`src/rtl/collatz_stream_gen.sv`:
```
// Collatz sequence stream source: loads a seed on start and emits n, ..., 1 under a
// valid/ready handshake, reporting beats transferred and arithmetic overflow.
module collatz_stream_gen #(
    parameter int WIDTH = 32,
    parameter int CNT_W = 16
) (
    input  logic             clk,
    input  logic             rst,
    input  logic             start,
    input  logic [WIDTH-1:0] n,
    input  logic             ready,
    output logic [WIDTH-1:0] data_out,
    output logic             valid,
    output logic             done,
    output logic [CNT_W-1:0] count,
    output logic             overflow
);

    localparam logic [1:0] S_IDLE = 2'd0;
    localparam logic [1:0] S_EMIT = 2'd1;
    localparam logic [1:0] S_DONE = 2'd2;

    logic [1:0]       r_state;
    logic [WIDTH-1:0] r_data;
    logic             r_valid;
    logic             r_done;
    logic [CNT_W-1:0] r_count;
    logic             r_ovf;

    logic [WIDTH+1:0] w_triple;
    logic             w_xfer;
    logic             w_is_one;
    logic             w_odd_ovf;

    function automatic logic [CNT_W-1:0] sat_inc(input logic [CNT_W-1:0] c);
        return (&c) ? c : c + 1'b1;
    endfunction

    // 3x+1 built as x + 2x + 1 with two guard bits so overflow is visible.
    assign w_triple  = {2'b00, r_data} + {1'b0, r_data, 1'b0} + {{(WIDTH+1){1'b0}}, 1'b1};
    assign w_odd_ovf = r_data[0] && (w_triple[WIDTH+1:WIDTH] != 2'b00);
    assign w_is_one  = (r_data == WIDTH'(1));
    assign w_xfer    = r_valid && ready;

    always_ff @(posedge clk) begin
        if (rst) begin
            r_state <= S_IDLE;
            r_data  <= '0;
            r_valid <= 1'b0;
            r_done  <= 1'b0;
            r_count <= '0;
            r_ovf   <= 1'b0;
        end else begin
            case (r_state)
                S_IDLE, S_DONE: begin
                    if (start) begin
                        r_count <= '0;
                        r_ovf   <= 1'b0;
                        if (n == '0) begin
                            r_state <= S_DONE;
                            r_done  <= 1'b1;
                            r_valid <= 1'b0;
                        end else begin
                            r_state <= S_EMIT;
                            r_data  <= n;
                            r_valid <= 1'b1;
                            r_done  <= 1'b0;
                        end
                    end
                end
                S_EMIT: begin
                    if (w_xfer) begin
                        r_count <= sat_inc(r_count);
                        if (w_is_one) begin
                            r_valid <= 1'b0;
                            r_done  <= 1'b1;
                            r_state <= S_DONE;
                        end else if (!r_data[0]) begin
                            r_data <= r_data >> 1;
                        end else if (w_odd_ovf) begin
                            // The out-of-range element is dropped, never presented.
                            r_valid <= 1'b0;
                            r_done  <= 1'b1;
                            r_ovf   <= 1'b1;
                            r_state <= S_DONE;
                        end else begin
                            r_data <= w_triple[WIDTH-1:0];
                        end
                    end
                end
                default: r_state <= S_IDLE;
            endcase
        end
    end

    assign data_out = r_data;
    assign valid    = r_valid;
    assign done     = r_done;
    assign count    = r_count;
    assign overflow = r_ovf;

endmodule

```
`config.mk`:
```
export PLATFORM = sky130hd
export DESIGN_NAME = collatz_stream_gen
export DESIGN_NICKNAME = d
export VERILOG_FILES = /design/src/rtl/collatz_stream_gen.sv
export SDC_FILE = /design/constraint.sdc
export NUM_CORES = 1
export LEC_CHECK = 0
export CAP_MARGIN = 10
export CORE_MARGIN = 2
export CORE_UTILIZATION = 32
export DETAILED_ROUTE_END_ITERATION = 7
export PLACE_DENSITY = 0.57
export SKIP_CTS_REPAIR_TIMING = 1
export SLEW_MARGIN = 20
export SYNTH_ARGS = -nofsm -noshare
export SYNTH_HDL_FRONTEND = slang
export SYNTH_SLANG_ARGS = --single-unit
```
`constraint.sdc`:
```
create_clock -name clk -period 3.84 [get_ports clk]
set_clock_uncertainty 0.05 [all_clocks]
set_input_delay 0.768 -clock clk [delete_from_list [all_inputs] [get_ports clk]]
set_output_delay 0.768 -clock clk [all_outputs]
set_load 0.005 [all_outputs]
```
==> flow_summary_export.csv <==
group,metric,value,unit
setup_path,path_depth,12,
yosys,yosysUniqueCellTypes,63,
hold_path,whs_path_depth,2,
hold_path,min_path_type,"reg2reg",
outcome,outcome,"complete, no violations",
job,maxCapViolations,0,
setup_path,crit_buf_inv,2,
yosys,synth-seq-cells,53,
global_route,grt_max_degree,63,
clock_network,clkTransAtPathRegs,0.08,ns
power_and_ir_drop,vdd.ir_drop.worst,186,µV
setup_path,startpoint,"data_out[30]",
power_and_ir_drop,leakage,2.21,nW
yosys,synth_nets,716,
clock_network,cts_tree,"done",
floorplanning,die-area,16200,µm²
final_layout,diodes,0,
placement,place_congestion,0.881,
setup_path,critPathArrivalTime,3.43,ns
sta,tns,0,ns
yosys,synthTopCellsByArea,"dfxtp_1, ha_1, a21oi_1",
global_route,grt_pass1_wl,24700,µm
routing,wire_per_inst,17.2,µm
floorplanning,rows,45,
final_layout,drive_above_1_share,6.40,%
sta,setup_slack,0.540,ns
floorplanning,die_x,127,µm
final_layout,post-route-util,40.2,%
placement,pre_cts_ws,0.485,ns
setup_path,r2r-end,"data_out[0]",
power_and_ir_drop,power.density,420,nW/µm²
setup_path,r2r_start,"data_out[30]",
sta,slew-limit-headroom,46.2,%
global_route,use_met1,26.5,%
clock_network,numCtsBuffers,5,
routing,vias,5026,
clock_network,cts_root_buf,"clkbuf_16",
routing,postRouteAntennaNets,0,
global_route,antenna_found_initial,0,
power_and_ir_drop,fin_total_pwr,2.53,mW
final_layout,final_cell_mix,"clkdlybuf4s50_1, a21oi_1, dfxtp_1, ha_1, nor2_1",
sta,period_needed,3.30,ns
setup_path,slowest_delay,0.48,ns
routing,vias_per_cell,5.64,
setup_path,critPathLaunchType,"flop",
global_route,grt.total_usage,18.7,%
setup_path,path_cells,"inv_1 > ha_1 > nand4_1 > nor4_2 > o21ai_1 > o2bb2ai_1 > o21ai_1 > a2111oi_4 > buf_4 > nor2_1 > a31oi_1 > a211oi_1",
global_route,grt_overflow,0,
setup_path,r2r_setup_slack,0.54,ns
floorplanning,ios,87,
yosys,synth_warnings,0,
setup_path,r2r_cells,12,
sta,fin_hold_ws,0.447,ns
setup_path,worstPathRequired,3.97,ns
yosys,synth_top_area_share,21.8,%
yosys,synth-edff-count,0,
yosys,ys_seq_area_share,21.8,%
yosys,synthFlopType,"dfxtp_1",
sta,rsz0062_at_grt,"false",
final_layout,finalNetCount,789,
placement,dp_hpwl,11700,µm
floorplanning,design.core.area,15000,µm²
setup_path,cp_slowest_cell,"dfxtp_1",
sta,hold_viol_final,0,
setup_path,cp_common_cell,"o21ai_1",
sta,worst_pin_slew,0.799,ns
global_route,grt_pass1_vias,4859,
routing,firstDrtPassIters,8,
sta,final-setup-viol-count,0,
global_route,grt.met3_usage,3.35,%
floorplanning,die_h,127,µm
final_layout,layout_commonest_cell,"clkdlybuf4s50_1",
setup_path,critPathKind,"reg2reg",
yosys,syn_inst,629,
final_layout,fillCellCount,1560,
yosys,synth_area,4860,µm²
sta,slew_viol_final,0,
routing,drt_wl_total,15300,µm
clock_network,clk-insertion-delay-late,0.31,ns
clock_network,cts_sinks,53,
yosys,ys_async_sr_fraction,0,%
routing,drcViolationCount,0,
final_layout,syn2layout_area_growth,24.2,%
sta,fin_crit_sh,85.9,%
yosys,synth.avg_cell_area,7.73,µm²
setup_path,endpoint_kind,"flop",
global_route,grtUsageMet2,29.3,%
setup_path,crit_path_max_fanout,20,
yosys,synth_top_area_cell,"dfxtp_1",
setup_path,critPathTopFamily,"compound AO/OA/AOI/OAI gates",
sta,clock.fmax,0.303,GHz
routing,drtIter0Drc,398,
clock_network,htree_num_levels,2,
setup_path,cp-endpoint,"data_out[0]",
global_route,top_usage_layer,"met2",
floorplanning,floorplan.initialDensity,32.3,%
clock_network,cts_buffer_depth,2,
placement,port_buffers,86,
==> synthesized netlist by cell type, drive strengths merged (3+ instances only) <==
cell type	count
a222oi	19
nand2b	6
a21oi	81
dfxtp	53
o21ai	71
and3	5
nand3b	4
a211oi	12
xor2	16
o21bai	5
a21boi	4
o21a	8
inv	42
and2	5
nor4	10
ha	50
or3	5
nand4	18
a221oi	7
nand3	12
nand2	39
and4	3
nor3	11
buf	21
o211ai	10
nor2	46
clkbuf	11
a31oi	6
xnor2	22
==> power breakdown <==
part           total, mW  internal (mW)  switching, mW
registers          0.741          0.623          0.118
logic               1.30          0.566          0.733
clock network      0.493          0.250          0.243
total               2.53           1.44           1.09
==> per-layer routing <==
| layer | part of all wire, % | wire [µm] | up-vias |
|---|---|---|---|
| met5 | 0 | 0 | - |
| met4 | 1.6 | 245 | 0 |
| met3 | 5.3 | 807 | 13 |
| met2 | 44 | 6750 | 152 |
| met1 | 49 | 7500 | 2368 |
| li1 | - | - | 2493 |
==> flip-flops by register name, summed over array words and instances (netlist names) <==
signal and cells:
data_out 32, count 16, r_state 2, done 1, overflow 1, valid 1
==> worst min-delay path: stages (launching register included) <==
cell and delay, ns:
dfxtp_1 0.32, nand3b_1 0.08, a21oi_1 0.06
==> kinds of logic after synthesis <==
family,Yosys count,share of synthesized area (%)
AOI/OAI and AO/OA,242,32.8
and+or+nand+nor,170,18.1
buffers and inverters,74,6.87
DFF,53,21.8
adders and majority gates,51,13.3
xor gates and xnor gates,38,6.84
muxes,1,0.206
==> worst min path at each step <==
| stage | slack [ns] | to | start |
|---|---|---|---|
| detailed placement | 0.44 | overflow | overflow |
| finish | 0.45 | done | done |
| global route | 0.46 | overflow | overflow |
| floorplan | 0.41 | overflow | overflow |
| global placement | 0.43 | overflow | overflow |
| CTS | 0.46 | done | done |
==> stage by stage <==
step                std cells  instance area [µm²]
CTS                       891                 6040
global placement          883                 5890
detailed placement        883                 5890
global route              891                 6040
floorplan                 629                 4860
finish                    891                 6040
==> cell type report <==
class	instances	area (µm²)	area share, %
clock buffer	5	125	2.07
clock inverter	3	26.3	0.435
inverter	42	158	2.61
multi-input combinational	502	3470	57.5
sequential	53	1060	17.6
tap	188	235	3.90
timing repair buffer	98	963	16.0
(Power assumes the default switching activity.)
